**src/rtl/sim_uart_tx.sv**
```systemverilog
// -----------------------------------------------------------------------------
// sim_uart_tx
//   Buffers bytes written to the sim-UART address in a small FIFO and sends
//   them out on the board's USB-UART TX pin as 8N1 (LSB first), so console
//   output appears on real hardware as well as in simulation.
//
//   Optional feature macro: SIM_UART_TX_PARITY_EN
//     defined   : an even-parity bit follows D7 (8E1, 11 bit times per frame)
//     undefined : plain 8N1 (10 bit times per frame)
//
// Parameters
//   CLK_FREQ   core clock in Hz
//   BAUD       line rate; CLKS_PER_BIT = CLK_FREQ/BAUD (must be >= 2)
//   FIFO_DEPTH byte entries; power of 2, >= 2
//
// Ports
//   clk        in   core clock, all state on posedge
//   rstn       in   asynchronous active-low reset
//   char_in    in   byte to transmit
//   char_valid in   push strobe, one byte per high cycle
//   ovf_clr    in   synchronous clear of the overflow flag
//   tx         out  serial line, idle high, registered
//   busy       out  FIFO non-empty or frame in progress
//   fifo_count out  current FIFO occupancy, 0..FIFO_DEPTH
//   overflow   out  sticky: a byte was dropped because the FIFO was full
// -----------------------------------------------------------------------------
module sim_uart_tx #(
    parameter int CLK_FREQ   = 100_000_000,
    parameter int BAUD       = 115200,
    parameter int FIFO_DEPTH = 16
) (
    input  logic                          clk,
    input  logic                          rstn,
    input  logic [7:0]                    char_in,
    input  logic                          char_valid,
    input  logic                          ovf_clr,
    output logic                          tx,
    output logic                          busy,
    output logic [$clog2(FIFO_DEPTH):0]   fifo_count,
    output logic                          overflow
);

    localparam int CLKS_PER_BIT = CLK_FREQ / BAUD;
    localparam int PTR_W        = $clog2(FIFO_DEPTH);
    localparam int CW           = PTR_W + 1;
    localparam int CNT_W        = $clog2(CLKS_PER_BIT);

    localparam logic [CNT_W-1:0] CNT_ZERO = CNT_W'(0);
    localparam logic [CNT_W-1:0] CNT_ONE  = CNT_W'(1);
    localparam logic [CNT_W-1:0] CNT_LAST = CNT_W'(CLKS_PER_BIT - 1);
    localparam logic [CW-1:0]    CNT_FULL = CW'(FIFO_DEPTH);
    localparam logic [CW-1:0]    CW_ZERO  = CW'(0);
    localparam logic [CW-1:0]    CW_ONE   = CW'(1);
    localparam logic [PTR_W-1:0] PTR_ONE  = PTR_W'(1);

`ifdef SIM_UART_TX_PARITY_EN
    typedef enum logic [2:0] {
        ST_IDLE   = 3'd0,
        ST_START  = 3'd1,
        ST_DATA   = 3'd2,
        ST_PARITY = 3'd3,
        ST_STOP   = 3'd4
    } state_t;
`else
    typedef enum logic [2:0] {
        ST_IDLE   = 3'd0,
        ST_START  = 3'd1,
        ST_DATA   = 3'd2,
        ST_STOP   = 3'd4
    } state_t;
`endif

    state_t           state_q, state_d;
    logic [CNT_W-1:0] cnt_q, cnt_d;
    logic [2:0]       idx_q, idx_d;
    logic [7:0]       shreg_q, shreg_d;
    logic             tx_q, tx_d;

    logic [7:0]       mem_q [FIFO_DEPTH];
    logic [PTR_W-1:0] wr_ptr_q, wr_ptr_d;
    logic [PTR_W-1:0] rd_ptr_q, rd_ptr_d;
    logic [CW-1:0]    count_q, count_d;
    logic             ovf_q, ovf_d;

    logic             pop_s;
    logic             push_s;
    logic             drop_s;

`ifdef SIM_UART_TX_PARITY_EN
    // Even parity over the byte being sent.
    function automatic logic even_parity(input logic [7:0] data);
        return ^data;
    endfunction
`endif

    // Transmit FSM: next state, bit timing, serial output and FIFO pop.
    always_comb begin
        state_d = state_q;
        cnt_d   = cnt_q;
        idx_d   = idx_q;
        shreg_d = shreg_q;
        tx_d    = tx_q;
        pop_s   = 1'b0;
        case (state_q)
            ST_IDLE: begin
                tx_d = 1'b1;
                if (count_q != CW_ZERO) begin
                    pop_s   = 1'b1;
                    shreg_d = mem_q[rd_ptr_q];
                    tx_d    = 1'b0;
                    cnt_d   = CNT_ZERO;
                    state_d = ST_START;
                end else begin
                    cnt_d = CNT_ZERO;
                end
            end
            ST_START: begin
                if (cnt_q == CNT_LAST) begin
                    tx_d    = shreg_q[0];
                    idx_d   = 3'd0;
                    cnt_d   = CNT_ZERO;
                    state_d = ST_DATA;
                end else begin
                    cnt_d = cnt_q + CNT_ONE;
                end
            end
            ST_DATA: begin
                if (cnt_q == CNT_LAST) begin
                    cnt_d = CNT_ZERO;
                    if (idx_q == 3'd7) begin
`ifdef SIM_UART_TX_PARITY_EN
                        tx_d    = even_parity(shreg_q);
                        state_d = ST_PARITY;
`else
                        tx_d    = 1'b1;
                        state_d = ST_STOP;
`endif
                    end else begin
                        idx_d = idx_q + 3'd1;
                        tx_d  = shreg_q[idx_q + 3'd1];
                    end
                end else begin
                    cnt_d = cnt_q + CNT_ONE;
                end
            end
`ifdef SIM_UART_TX_PARITY_EN
            ST_PARITY: begin
                if (cnt_q == CNT_LAST) begin
                    tx_d    = 1'b1;
                    cnt_d   = CNT_ZERO;
                    state_d = ST_STOP;
                end else begin
                    cnt_d = cnt_q + CNT_ONE;
                end
            end
`endif
            ST_STOP: begin
                tx_d = 1'b1;
                if (cnt_q == CNT_LAST) begin
                    cnt_d   = CNT_ZERO;
                    state_d = ST_IDLE;
                end else begin
                    cnt_d = cnt_q + CNT_ONE;
                end
            end
            default: begin
                tx_d    = 1'b1;
                cnt_d   = CNT_ZERO;
                state_d = ST_IDLE;
            end
        endcase
    end

    // FIFO bookkeeping: a pop frees a slot in the same cycle, so a full FIFO
    // still accepts a byte on the IDLE->START cycle.
    always_comb begin
        push_s   = char_valid && ((count_q < CNT_FULL) || pop_s);
        drop_s   = char_valid && !push_s;
        wr_ptr_d = push_s ? (wr_ptr_q + PTR_ONE) : wr_ptr_q;
        rd_ptr_d = pop_s  ? (rd_ptr_q + PTR_ONE) : rd_ptr_q;
        case ({push_s, pop_s})
            2'b10:   count_d = count_q + CW_ONE;
            2'b01:   count_d = count_q - CW_ONE;
            default: count_d = count_q;
        endcase
        // A drop in the same cycle as a clear leaves the flag set.
        if (drop_s) begin
            ovf_d = 1'b1;
        end else if (ovf_clr) begin
            ovf_d = 1'b0;
        end else begin
            ovf_d = ovf_q;
        end
    end

    // FSM and FIFO control registers.
    always_ff @(posedge clk or negedge rstn) begin
        if (!rstn) begin
            state_q  <= ST_IDLE;
            cnt_q    <= CNT_ZERO;
            idx_q    <= 3'd0;
            shreg_q  <= 8'h00;
            tx_q     <= 1'b1;
            wr_ptr_q <= PTR_W'(0);
            rd_ptr_q <= PTR_W'(0);
            count_q  <= CW_ZERO;
            ovf_q    <= 1'b0;
        end else begin
            state_q  <= state_d;
            cnt_q    <= cnt_d;
            idx_q    <= idx_d;
            shreg_q  <= shreg_d;
            tx_q     <= tx_d;
            wr_ptr_q <= wr_ptr_d;
            rd_ptr_q <= rd_ptr_d;
            count_q  <= count_d;
            ovf_q    <= ovf_d;
        end
    end

    // FIFO storage; contents are meaningless once the pointers are reset.
    always_ff @(posedge clk) begin
        if (push_s) begin
            mem_q[wr_ptr_q] <= char_in;
        end
    end

    assign tx         = tx_q;
    assign busy       = (state_q != ST_IDLE) || (count_q != CW_ZERO);
    assign fifo_count = count_q;
    assign overflow   = ovf_q;

endmodule
```
**config.mk**
```make
export PLATFORM = sky130hd
export DESIGN_NAME = sim_uart_tx
export DESIGN_NICKNAME = d
export VERILOG_FILES = /design/src/rtl/sim_uart_tx.sv
export SDC_FILE = /design/constraint.sdc
export NUM_CORES = 1
export LEC_CHECK = 0
export ABC_AREA = 1
export CORE_ASPECT_RATIO = 0.6
export CORE_UTILIZATION = 62
export DETAILED_ROUTE_END_ITERATION = 16
export PLACE_DENSITY_LB_ADDON = 0.15
export SLEW_MARGIN = 20
export SYNTH_ARGS = -nofsm -noshare
export SYNTH_HDL_FRONTEND = slang
export SYNTH_SLANG_ARGS = --single-unit
```
**constraint.sdc**
```tcl
create_clock -name clk -period 2.9 [get_ports clk]
set_clock_uncertainty 0.15 [all_clocks]
set_input_delay 0.58 -clock clk [delete_from_list [all_inputs] [get_ports clk]]
set_output_delay 0.58 -clock clk [all_outputs]
set_load 0.005 [all_outputs]
```
==> run metrics, run 1 <==
outcome=finished clean; H-tree depth=4; total track usage=26.90%; RSZ-0062 raised after global routing=false; final wirelength=15.98 mm; r2r startpoint=state_q[0]; filler cell count=832; origin of the worst setup path=state_q[0]; Boundary Pins=20; Leak=3.910 nW; Core Region=12060 µm²; Skew-Pair Late Insertion Delay=0.43 ns; Post-Syn Instances=791; Syn Nets=814; share of layout cells above drive strength 1=9.405%; Buffers on Ports=19; clock buffer depth=2; DR vias/cell=5.323; Worst-Margin Slew=0.9097 ns; Clk network pwr share=27.0%; antenna violation net count after detailed routing=0; fin crit share=90.12%; Yosys cell types=35; CTS buffer count=17; Sink Count=167; Comb pwr share=35.1%; register area share after synthesis=62.71%; power density over the cells=960.0 nW/µm²; Int Power=5.224 mW; Vias=5350; DRC=0; FF+latch count, synth=167; Root Driver=clkbuf_16; CTS tree=built; Worst setup EP type=register; Initial DRC Count=505; Final Cell Area=8697 µm²; number of global-route vias before repair=4910; setup tns final=0 ns; DP Area=8107 µm²; NetSw=3.125 mW; warnings from Yosys=0; critical path arrival=2.79 ns; Period minus WS final=2.613 ns; final setup fails=0; initial antenna violation count=0; worst hold path type=in -> async; postcts setup bufs=0; Max VDD drop=0.5342 mV; Crit Path Class=reg -> reg; power share of the sequential group=37.9%; Initial Utilization=63.73%; hold_buf cts=0; CTS resizes=0; max_slew headroom=39.35%; worst path required time=3.07 ns; width of the chip=145.8 µm; Max Freq=382.6 MHz; Sw Share=37.43%; gp weighted congestion=0.8653; fin. max-slew vios=0; Die Ht=88.25 µm; total grt overflow=0; ANT cells=0; CP Launch Type=register; final net count=850; Reg clk slew, reported paths=0.07 ns; Fin. Hold Viols=0; worst-path fanout max=15; Area Growth Syn to Fin=13.13%; first-pass GRT wire length=25.47 mm; Setup Slack @ Placement=0.1441 ns; Post-DP HPWL=10.59 mm; Max Cap Violations=0; setup ws final=0.2865 ns; Worst R2R Setup Slack=0.29 ns; pin count of the biggest net entering global routing=59; Die ar.=12860 µm²; first drt pass iteration count=5; Syn Area/Cell=9.719 µm²; # rows=31; post-synthesis instance area=7687 µm²; wire per inst=15.90 µm
==> cell type report <==
| class | count | area (µm²) | area share, % |
|---|---|---|---|
| clock buffer | 17 | 425.4 | 4.891 |
| clock inverter | 15 | 165.2 | 1.899 |
| inverter | 131 | 494.2 | 5.683 |
| multi-input combinational | 466 | 2198 | 25.28 |
| sequential | 167 | 4822 | 55.45 |
| tap | 165 | 206.4 | 2.374 |
| timing repair buffer | 44 | 385.4 | 4.431 |
==> cell usage after synthesis <==
cell      number  area (µm²)
buf_2         16       80.08
dfrtp_1       38       950.9
a21oi_1        3       15.01
nor2_2         1       6.260
nand3_1      116       580.6
buf_1          1       3.750
buf_4          7       52.55
nor2_1        36       135.1
nor3_1         3       15.01
or2_1          1       6.260
nand4_1        4       25.02
xor2_1        13       113.9
a21boi_0       1       7.510
buf_6          2       22.52
inv_4          1       6.260
edfxtp_1     128        3844
nand2_4        1       11.26
nand2_2        2       12.51
clkinv_1       2       7.510
buf_8          1       15.01
nand2_1      249       934.7
nor3b_1        3       22.52
inv_1        123       461.7
nand3_2        2       20.02
a21boi_4       1       18.77
nor2_4         2       22.52
xor2_2         1       16.27
nand3b_1       1       7.510
a31o_2         1       8.760
ha_1          11       137.6
o21ai_0       11       55.05
dfstp_2        1       26.28
o21ai_2        2       17.52
inv_2          5       18.77
xnor2_1        1       8.760
==> routing by layer <==
layer | track usage [%] | up-vias | wire length (µm)
met4 | 7.177 | 0 | 165
met2 | 39.19 | 211 | 7009
met3 | 6.031 | 15 | 1209
met1 | 41.12 | 2527 | 7593
li1 | - | 2597 | -
met5 | 0 | - | 0
==> path summary, 6_finish.rpt <==
| kind | depth (start not counted) | to |
|---|---|---|
| min reg2reg | 2 | shreg_q[3] |
| max | 15 | fifo_count[4] |
| min | 1 | cnt_q[1] |
| min in group clk | 2 | shreg_q[3] |
| max in group asynchronous | 1 | rd_ptr_q[0] |
| max reg2reg | 15 | fifo_count[4] |
==> kinds of logic (layout without fill, tap and decap cells) <==
group                    after synthesis  in the layout  share of synthesized area (%)
AND/OR/NAND/NOR                      421            421                          23.41
flip-flops                           167            167                          62.71
buffers and inverters                158            207                          8.691
AO/OA/AOI/OAI                         19             19                          1.595
XOR/XNOR                              15             15                          1.807
adder cells (fa/ha/maj)               11             11                          1.790
==> per-stage QoR <==
step,utilization (%),cells,power [mW],hold WS [ns]
global placement,67.20,973,5.999,0.3203
floorplan,-,791,5.309,0.1344
CTS,72.10,1005,8.355,0.1596
detailed placement,67.20,973,6.101,0.3206
global route,72.10,1005,8.886,0.1855
finish,72.10,1005,8.349,0.1364
==> power by group through the flow <==
stage | Clock (mW) | Sequential [mW] | Combinational (mW)
2_1_floorplan | 0 | 3.16 | 2.15
3_3_place_gp | 0 | 3.19 | 2.81
3_5_place_dp | 0 | 3.21 | 2.89
4_1_cts | 2.28 | 3.16 | 2.91
5_1_grt | 2.39 | 3.20 | 3.30
6_report | 2.26 | 3.16 | 2.93
==> registers in the layout, summed over array words and instances (netlist names) <==
signal and cells:
rd_ptr_q 4, mem_q 128, overflow 1, wr_ptr_q 4, cnt_q 10, idx_q 3, tx 1, state_q 3
fifo_count 5, shreg_q 8
==> worst max-delay path: stages (launching register included) <==
cell and delay (ns):
dfrtp_1 0.38, inv_1 0.15, nand3_2 0.15, inv_1 0.14
nand2_4 0.12, inv_4 0.17, ha_1 0.31, xor2_1 0.24
ha_1 0.18, inv_1 0.04, nand2_1 0.09, nand3_1 0.11
nand3_1 0.10, nand2_1 0.06, nand2_1 0.06, nand2_1 0.04
==> layout by cell type (no fill, tap or decap), drive strengths merged, types with 11 or more instances in the layout <==
cell	count
nand2	252
inv	136
edfxtp	128
nand3	118
nor2	39
dfrtp	38
buf	26
clkdlybuf4s50	18
clkbuf	17
xor2	14
o21ai	13
ha	11
Note: power is estimated with default switching activity, not from simulation.
==> run 2: changes to the inputs <==
CORE_MARGIN = 2   (was default)
CORE_UTILIZATION = 65   (was 62)
clock period = 3.3 ns   (was 2.9 ns; I/O delays follow)
==> run 2 against run 1 <==
Critical path depth decreased by 11. Highest routed layer unchanged. Critical endpoint is now busy. Sequential power is 10% lower. Largest cell class unchanged. Largest power group unchanged. Cell count shrank 2.2%. Via count grew 3.1%. Sequential cell count unchanged. Core utilization is 3.2 points higher.
==> run metrics, run 2 (synthesis gave the netlist of run 1 again) <==
outcome=finished clean (unchanged); DRC=0 (unchanged); critical path arrival=1.97 ns (was 2.79 ns); max FFs per register=128 (unchanged); max_slew headroom=28.03% (was 39.35%); Skew-Pair Late Insertion Delay=0.43 ns (about the same); Vias=5517 (was 5350); width of the chip=144.4 µm (was 145.8 µm); postcts setup bufs=0 (unchanged); power density over the cells=878.1 nW/µm² (was 960.0 nW/µm²); area of the multi-input gates=2198 µm² (unchanged); number of global-route vias before repair=5196 (was 4910); Sink Count=167 (unchanged); total track usage=31.27% (was 26.90%); Root Driver=clkbuf_16 (unchanged); Initial DRC Count=725 (was 505); Max VDD drop=0.5143 mV (was 0.5342 mV); Worst-Margin Slew=1.078 ns (was 0.9097 ns); antenna violation net count after detailed routing=0 (unchanged); Die ar.=12740 µm² (was 12860 µm²); setup tns final=0 ns (unchanged); filler cell count=787 (was 832); worst-path fanout max=6 (was 15); commonest cells after routing, fill and taps aside=nand2_1 (249), edfxtp_1 (128), inv_1 (123) (unchanged); Die Ht=88.24 µm (was 88.25 µm); Seq. cell area=4822 µm² (unchanged); worst hold path type=in -> async (unchanged); first drt pass iteration count=5 (unchanged); Max Freq=360.1 MHz; final net count=833 (was 850); Boundary Pins=20 (unchanged); CTS tree=built (unchanged); Area Growth Syn to Fin=11.75% (was 13.13%); initial antenna violation count=0 (unchanged); Final Cell Area=8591 µm² (was 8697 µm²); DP Area=7973 µm² (was 8107 µm²); total grt overflow=0 (unchanged); Initial Utilization=67.37% (was 63.73%); largest registers=mem_q: 128 flops, cnt_q: 10 flops, shreg_q: 8 flops (unchanged); Top reg by flops=mem_q (unchanged); ANT cells=0 (unchanged); final setup fails=0 (unchanged); gp weighted congestion=0.9255 (was 0.8653); fin crit share=84.15%; Crit Path Class=reg -> out (was reg -> reg); Core Region=11410 µm² (was 12060 µm²); # rows=30 (was 31); leading cell type in the layout, fill and taps excluded=nand2_1 (unchanged); Buffers on Ports=19 (unchanged); pin count of the biggest net entering global routing=51 (was 59); Reg clk slew, reported paths=0.07 ns (about the same); RSZ-0062 raised after global routing=false (unchanged); Post-DP HPWL=11.78 mm (was 10.59 mm); CTS buffer count=17 (unchanged); H-tree depth=4 (unchanged); CTS resizes=0 (unchanged); CP Launch Type=register (unchanged); clock buffer depth=2 (unchanged); Fin. Hold Viols=0 (unchanged); worst path required time=2.49 ns (was 3.07 ns); Worst setup EP type=output port (was register); share of layout cells above drive strength 1=7.412% (was 9.405%); first-pass GRT wire length=28.46 mm (was 25.47 mm); wire per inst=18.54 µm (was 15.90 µm); DR vias/cell=5.612 (was 5.323); Max Cap Violations=0 (unchanged); final wirelength=18.22 mm (was 15.98 mm); Leak=3.833 nW (was 3.910 nW); hold_buf cts=0 (unchanged); fin. max-slew vios=0 (unchanged); Period minus WS final=2.777 ns
## run 2: cell types whose count changed in the layout (fill, tap and decap cells not counted), sizes merged
| cell | delta |
|---|---|
| buf | -17 |
| inv | -2 |
| bufinv | +1 |
| clkbuf | +1 |
| clkinv | +1 |
| clkinvlp | -1 |
## run 2: critical path: stages (launching register included)
cell	delay [ns]
dfrtp_1	0.47
or2_1	0.28
nor2_2	0.15
nand2_1	0.15
clkdlybuf4s50_1	0.49
## run 2: where the power goes
group	total (mW)	switching (mW)	internal, mW
registers	2.84	0.243	2.60
clock network	2.10	0.888	1.21
logic	2.60	1.79	0.808
total	7.54	2.92	4.62
## run 2: area by class of cell
| cell class | instances | area share [%] |
|---|---|---|
| Tap cell | 160 | 2.330 |
| Clock buffer | 18 | 4.996 |
| Timing Repair Buffer | 27 | 3.000 |
| Sequential cell | 167 | 56.13 |
| Inverter | 131 | 5.753 |
| Multi-Input combinational cell | 466 | 25.59 |
| Clock inverter | 14 | 2.199 |
## run 2: layer usage
layer,share of wire [%],up-vias,GRT usage [%]
met2,42,333,43.47
met5,0,-,0
met4,1.8,0,9.267
met1,43,2578,47.97
met3,13,34,9.632
li1,-,2572,-
## run 2: stage by stage
stage	hold slack [ns]	utilization (%)	total power, mW	instances	worst slack, ns
5_1_grt	0.2642	75.29	7.939	983	0.4281
3_3_place_gp	0.3213	69.87	5.289	951	0.3935
2_1_floorplan	0.2144	-	4.666	791	0.9018
6_report	0.1914	75.29	7.543	983	0.5230
4_1_cts	0.2192	75.29	7.487	983	0.5112
3_5_place_dp	0.3226	69.87	5.380	951	0.3676
## run 2: final timing paths
| check | slack, ns | cells past startpoint | startpoint | to |
|---|---|---|---|---|
| setup / recovery | 0.52 | 4 | fifo_count[4] | busy |
| hold / removal | 0.19 | 1 | rstn | cnt_q[7] |
| setup reg to reg | 0.66 | 13 | fifo_count[4] | fifo_count[2] |
| hold reg to reg | 0.34 | 2 | shreg_q[4] | shreg_q[4] |
| max in group asynchronous | 2.21 | 1 | rstn | rd_ptr_q[0] |
| min in group clk | 0.34 | 2 | shreg_q[4] | shreg_q[4] |
